===== src/rtl/pla_dispatch.sv =====
// Purpose : decode host control words and dispatch one job at a time to one of NUM_ACC accelerators, reporting done/error status.
// Latency : 1 cycle from an accepted control word (or a done level) to the registered outputs.
// Backpress: none; inputs are sampled every cycle, and a START held through the job never retriggers.
module pla_dispatch #(
    parameter int              NUM_ACC = 3,
    parameter logic [5:0]      OPCODE  = 6'b111111,
    parameter int              TO_W    = 16,
    parameter logic [TO_W-1:0] TIMEOUT = '1
) (
    input  logic               clk,
    input  logic               reset,
    input  logic               chipselect,
    input  logic [31:0]        instruction,
    input  logic [NUM_ACC-1:0] read_done,
    input  logic [NUM_ACC-1:0] write_done,
    output logic [NUM_ACC-1:0] acc_enable,
    output logic               acc_done,
    output logic               busy,
    output logic               error,
    output logic [1:0]         err_code,
    output logic [TO_W-1:0]    run_cycles
);

    typedef enum logic [1:0] {
        S_IDLE = 2'b00,
        S_RUN  = 2'b01,
        S_DONE = 2'b10,
        S_ERR  = 2'b11
    } state_t;

    localparam logic [1:0] CMD_START = 2'b00;
    localparam logic [1:0] CMD_ABORT = 2'b01;
    localparam logic [1:0] CMD_CLEAR = 2'b10;
    localparam logic [1:0] CMD_RSVD  = 2'b11;

    localparam logic [1:0] ERR_NONE  = 2'b00;
    localparam logic [1:0] ERR_BAD   = 2'b01;
    localparam logic [1:0] ERR_PROTO = 2'b10;
    localparam logic [1:0] ERR_TMO   = 2'b11;

    // A zero TIMEOUT disables the watchdog; otherwise it fires in the RUN cycle where cnt reaches TIMEOUT-1.
    localparam logic            TO_EN   = (TIMEOUT != '0);
    localparam logic [TO_W-1:0] TO_LAST = TIMEOUT - TO_W'(1);

    state_t             state_q, state_d;
    logic [NUM_ACC-1:0] acc_enable_q, acc_enable_d;
    logic               acc_done_q, acc_done_d;
    logic               busy_q, busy_d;
    logic               error_q, error_d;
    logic [1:0]         err_code_q, err_code_d;
    logic [TO_W-1:0]    run_cycles_q, run_cycles_d;
    logic [TO_W-1:0]    cnt_q, cnt_d;

    logic               ctl_vld;
    logic [1:0]         cmd;
    logic [NUM_ACC-1:0] id_dec;
    logic               start_ok;
    logic               is_start;
    logic               is_abort;
    logic               is_clear;
    logic               is_bad;
    logic               sel_rd;
    logic               sel_wr;
    logic [TO_W-1:0]    cnt_inc;
    logic               to_hit;

    // One-hot decode of the one-based accelerator id; ids 0 and > NUM_ACC decode to all zeros.
    always_comb begin
        id_dec = '0;
        for (int i = 0; i < NUM_ACC; i++) begin
            id_dec[i] = (instruction[7:0] == 8'(i + 1));
        end
    end

    // Control-word classification; a word with a foreign opcode is never a control word.
    always_comb begin
        ctl_vld  = chipselect && (instruction[31:26] == OPCODE);
        cmd      = instruction[25:24];
        start_ok = (cmd == CMD_START) && (instruction[23:8] == 16'h0000) && (|id_dec);
        is_start = ctl_vld && start_ok;
        is_abort = ctl_vld && (cmd == CMD_ABORT);
        is_clear = ctl_vld && (cmd == CMD_CLEAR);
        is_bad   = ctl_vld && (((cmd == CMD_START) && !start_ok) || (cmd == CMD_RSVD));
    end

    // The latched enable doubles as the channel select, so only the active channel's done levels matter.
    always_comb begin
        sel_rd  = |(read_done & acc_enable_q);
        sel_wr  = |(write_done & acc_enable_q);
        cnt_inc = (&cnt_q) ? cnt_q : (cnt_q + TO_W'(1));
        to_hit  = TO_EN && (cnt_q == TO_LAST);
    end

    // Next-state and next-output logic; every register holds unless a transition says otherwise.
    always_comb begin
        state_d      = state_q;
        acc_enable_d = acc_enable_q;
        acc_done_d   = acc_done_q;
        busy_d       = busy_q;
        error_d      = error_q;
        err_code_d   = err_code_q;
        run_cycles_d = run_cycles_q;
        cnt_d        = cnt_q;

        if (!chipselect) begin
            state_d      = S_IDLE;
            acc_enable_d = '0;
            acc_done_d   = 1'b0;
            busy_d       = 1'b0;
            error_d      = 1'b0;
            err_code_d   = ERR_NONE;
            run_cycles_d = '0;
            cnt_d        = '0;
        end else begin
            unique case (state_q)
                S_IDLE: begin
                    if (is_start) begin
                        state_d      = S_RUN;
                        acc_enable_d = id_dec;
                        busy_d       = 1'b1;
                        cnt_d        = '0;
                    end else if (is_bad) begin
                        state_d    = S_ERR;
                        error_d    = 1'b1;
                        err_code_d = ERR_BAD;
                    end
                end
                S_RUN: begin
                    cnt_d = cnt_inc;
                    // ABORT reports cycles already completed; every other exit counts the current cycle too.
                    if (is_abort) begin
                        state_d      = S_IDLE;
                        acc_enable_d = '0;
                        busy_d       = 1'b0;
                        run_cycles_d = cnt_q;
                    end else if (sel_wr && !sel_rd) begin
                        state_d      = S_ERR;
                        acc_enable_d = '0;
                        busy_d       = 1'b0;
                        error_d      = 1'b1;
                        err_code_d   = ERR_PROTO;
                        run_cycles_d = cnt_inc;
                    end else if (sel_wr && sel_rd) begin
                        state_d      = S_DONE;
                        acc_enable_d = '0;
                        busy_d       = 1'b0;
                        acc_done_d   = 1'b1;
                        run_cycles_d = cnt_inc;
                    end else if (to_hit) begin
                        state_d      = S_ERR;
                        acc_enable_d = '0;
                        busy_d       = 1'b0;
                        error_d      = 1'b1;
                        err_code_d   = ERR_TMO;
                        run_cycles_d = cnt_inc;
                    end
                end
                S_DONE: begin
                    if (is_clear) begin
                        state_d    = S_IDLE;
                        acc_done_d = 1'b0;
                    end
                end
                S_ERR: begin
                    if (is_clear) begin
                        state_d    = S_IDLE;
                        error_d    = 1'b0;
                        err_code_d = ERR_NONE;
                    end
                end
                default: begin
                    state_d = S_IDLE;
                end
            endcase
        end
    end

    // State and output registers with synchronous active-low reset.
    always_ff @(posedge clk) begin
        if (!reset) begin
            state_q      <= S_IDLE;
            acc_enable_q <= '0;
            acc_done_q   <= 1'b0;
            busy_q       <= 1'b0;
            error_q      <= 1'b0;
            err_code_q   <= ERR_NONE;
            run_cycles_q <= '0;
            cnt_q        <= '0;
        end else begin
            state_q      <= state_d;
            acc_enable_q <= acc_enable_d;
            acc_done_q   <= acc_done_d;
            busy_q       <= busy_d;
            error_q      <= error_d;
            err_code_q   <= err_code_d;
            run_cycles_q <= run_cycles_d;
            cnt_q        <= cnt_d;
        end
    end

    assign acc_enable = acc_enable_q;
    assign acc_done   = acc_done_q;
    assign busy       = busy_q;
    assign error      = error_q;
    assign err_code   = err_code_q;
    assign run_cycles = run_cycles_q;

    a_enable_onehot : assert property (@(posedge clk) $onehot0(acc_enable_q));
    a_status_excl   : assert property (@(posedge clk) $onehot0({acc_done_q, busy_q, error_q}));
    a_code_with_err : assert property (@(posedge clk) (error_q == (err_code_q != ERR_NONE)));

endmodule

===== config.mk =====
export PLATFORM = sky130hd
export DESIGN_NAME = pla_dispatch
export DESIGN_NICKNAME = d
export VERILOG_FILES = /design/src/rtl/pla_dispatch.sv
export SDC_FILE = /design/constraint.sdc
export NUM_CORES = 1
export LEC_CHECK = 0
export BUFFER_PORTS_ARGS = -buffer_cell sky130_fd_sc_hd__buf_2
export CORE_MARGIN = 3
export CORE_UTILIZATION = 36
export CTS_BUF_LIST = sky130_fd_sc_hd__clkbuf_8
export DETAILED_ROUTE_END_ITERATION = 8
export PLACE_DENSITY = 0.68
export SETUP_SLACK_MARGIN = 0.5
export SLEW_MARGIN = 25
export SYNTH_ARGS = -nofsm -noshare
export SYNTH_HDL_FRONTEND = slang
export SYNTH_SLANG_ARGS = --single-unit

===== constraint.sdc =====
create_clock -name clk -period 4.7 [get_ports clk]
set_input_delay 0.47 -clock clk [delete_from_list [all_inputs] [get_ports clk]]
set_output_delay 0.47 -clock clk [all_outputs]
set_load 0.03 [all_outputs]

==> impl_results.md <==
- Status: complete, no violations
- Maximum vdd drop: 0.000120 V
- Cell area after synthesis: 0.00261 mm^2
- Post-synth EDFFs: 0
- Placed cells: 465
- Synth area leader: dfxtp_1
- Pwr per Cell Area: approximately 220 mW/mm^2
- Post-DR vias/cell: approximately 5.4
- Asr flop ratio synth: 0
- Worst path arrival time: 2990 ps
- Yosys Warn Count: 0
- DRC viols: 0
- Largest net degree at the start of global routing: 33
- Post-CTS sizing: 0
- Initial antenna violation count: 0
- Final WL: about 6400 um
- Worst Hold End: acc_enable[0]$_SDFFE_PN0P_
- Latest clock arrival within the worst-skew pair: 300 ps
- HP Start: instruction[1]
- Height of the die: 91.2 um
- Final net count: roughly 420
- Share of cells above drive strength 1: 0.236
- R2r endpoint: run_cycles[6]$_SDFFE_PN0P_
- Final TNS setup: 0 ps
- Syn avg cell area: between 8 and 9 um^2
- Layout Skew: roughly 6.9 ps
- Worst path required time: between 4000 and 5000 ps
- H-tree depth: 2
- Post-CTS Setup Inserts: 0
- Wire length per cell: 13.6 um
- 1st-iter DRT viols: 244
- P&R area growth vs syn: 17.2%
- Critical R2R Launch: cnt_q[13]$_SDFFE_PN0P_
- Clk pin slew, worst setup/hold paths: approximately 80 ps
- Pleak: approximately 1.3 nW
- Library cells used by synthesis: 63
- Die X: 91.2 um
- Hold WS: around 430 ps
- Fmax: approximately 360 MHz
- CTS Hold Bufs: 0
- CTS sink cnt: 42
- Num CTS Buffers: 5
- Final Slew Violations: 0
- Slew HR: 0.399
- Post-synthesis sequential area ratio: 0.322
- Final GP Congestion: between 0.8 and 0.9
- Final Hold Fails: 0
- Routed Antenna Nets: 0
- Final non-filler cell total: approximately 470
- Clock buffer depth: 2
- Length of the first detailed-routing pass in iterations: 4
- Mapped Nets: 372
- Predominant post-synthesis flop cell: dfxtp_1
- Critical path startpoint category: flop
- Starting density of the core: 0.378
- First-pass GRT wire length: around 11000 um
- Synthesized flop and latch total: 42
- Root Driver: clkbuf_8
- Core Footprint: around 0.007 mm^2
- Max-cap violations: 0
- # setup viols final: 0
- Post-layout util: 0.443
- Vias in the first global route: between 2000 and 2500
- Post-synth top area share: 0.322
- Cells on worst reg2reg path: 6
- Cell depth of the worst min-delay path: 2
- RSZ-0062 raised after global routing: no
- Port bufs: 64
- Shortest period the worst path allows: roughly 2800 ps
- Worst R2R Setup Slack: between 1500 and 2000 ps
- Number of vias in the routed layout: 2557
- Worst Path Max Fanout: 32
- Antenna Cells: 0
- Final HPWL DP: 4840 um
- Top-level I/O count: 65
- Gr ovfl total: 0
- Largest cells by area after synthesis: dfxtp_1 (32%), o21ai_0 (4.8%), a21oi_1 (4.6%)
- HP Class: in2reg
- # rows: 30
- Final Cycle Share: 0.594
- Cell count after synthesis: roughly 330
- Setup CP Type: reg2reg
- Post-synth top cells: dfxtp_1 (42), nand2_1 (28), nor2_1 (27)
- Critical Path Sink Type: flop
- TritonCTS clock tree: done
- Gr usage total: 0.156
- Die area: about 0.0083 mm^2
- Worst Max-Slew Pin Slew: around 900 ps
- Most common cell in the netlist: dfxtp_1
through the flow:
step	area, um^2	worst slack [ps]	power (mW)
5_1_grt	3060	1600	0.708
6_report	3060	1910	0.680
3_5_place_dp	2950	1930	0.407
3_3_place_gp	2950	2060	0.406
4_1_cts	3060	1910	0.689
2_1_floorplan	2610	2690	0.384
sequential cells by signal (all words and copies together) (netlist names):
name / flops
acc_enable: 3
acc_done: 1
cnt_q: 16
error: 1
busy: 1
run_cycles: 16
err_code: 2
state_q: 2
report_power, final:
group          switching, mW  total (mW)  internal, mW
Clock                  0.125       0.281         0.156
Sequential          0.000150       0.356         0.356
Combinational         0.0233      0.0428        0.0195
Total                  0.148       0.680         0.531
layout by cell type (no fill, tap or decap), types with 3 or more instances in the layout:
cell type | synthesis | final
buf_2 | 13 | 64
dfxtp_1 | 42 | 42
nand2_1 | 28 | 28
nor2_1 | 27 | 27
o21ai_0 | 25 | 25
a21oi_1 | 24 | 24
nand3_1 | 16 | 16
inv_1 | 10 | 11
a21o_1 | 10 | 10
and3_1 | 9 | 9
nor3_1 | 9 | 9
nand4_1 | 7 | 7
xnor2_1 | 7 | 7
xor2_1 | 6 | 6
ha_1 | 6 | 6
nor4_1 | 5 | 5
o211ai_1 | 5 | 5
mux2i_1 | 5 | 5
clkbuf_8 | 0 | 5
and4_1 | 3 | 3
o21a_1 | 3 | 3
and2_1 | 3 | 3
or3_1 | 3 | 3
a211o_1 | 3 | 3
worst max path at each step:
stage                                        from                          to  slack, ps  cells after the start
after detailed placement   cnt_q[13]$_SDFFE_PN0P_  run_cycles[6]$_SDFFE_PN0P_       1930                      6
after global routing       cnt_q[13]$_SDFFE_PN0P_  run_cycles[6]$_SDFFE_PN0P_       1600                      6
after CTS                  cnt_q[13]$_SDFFE_PN0P_  run_cycles[6]$_SDFFE_PN0P_       1910                      6
after floorplan           state_q[0]$_SDFFE_PN0P_       cnt_q[3]$_SDFFE_PN0P_       2690                      9
final                      cnt_q[13]$_SDFFE_PN0P_  run_cycles[6]$_SDFFE_PN0P_       1910                      6
after global placement     cnt_q[13]$_SDFFE_PN0P_  run_cycles[6]$_SDFFE_PN0P_       2060                      6
logic make-up after synthesis:
group,share of synthesized area
AOI/OAI and AO/OA,0.272
xor gates and xnor gates,0.0436
adders and majority gates,0.0287
buffers and inverters,0.0603
DFF,0.322
muxes,0.0191
and+or+nand+nor,0.254
area by class of cell:
type,count,area [um^2]
clock buffers,5,68.8
clock inverters,3,41.3
fillers,734,3840
inverters,11,41.3
multi-input cells,250,1620
flip-flops and latches,42,841
well taps,96,120
repair buffers,66,335
worst max-delay path: stages, from the launching register on:
cell	delay [ps]
dfxtp_1	470
and4_1	310
nand4_1	390
o21ai_1	380
o21a_1	780
o211ai_1	190
o211a_1	180
routing by layer:
layer | up-vias | wire, um | track usage
met3 | 6 | 449 | 0.0414
li1 | 1299 | - | -
met4 | 0 | 47 | 0.0339
met2 | 79 | 2900 | 0.253
met1 | 1173 | 3050 | 0.207
met5 | - | 0 | 0
Note: power is estimated with default switching activity, not from simulation.
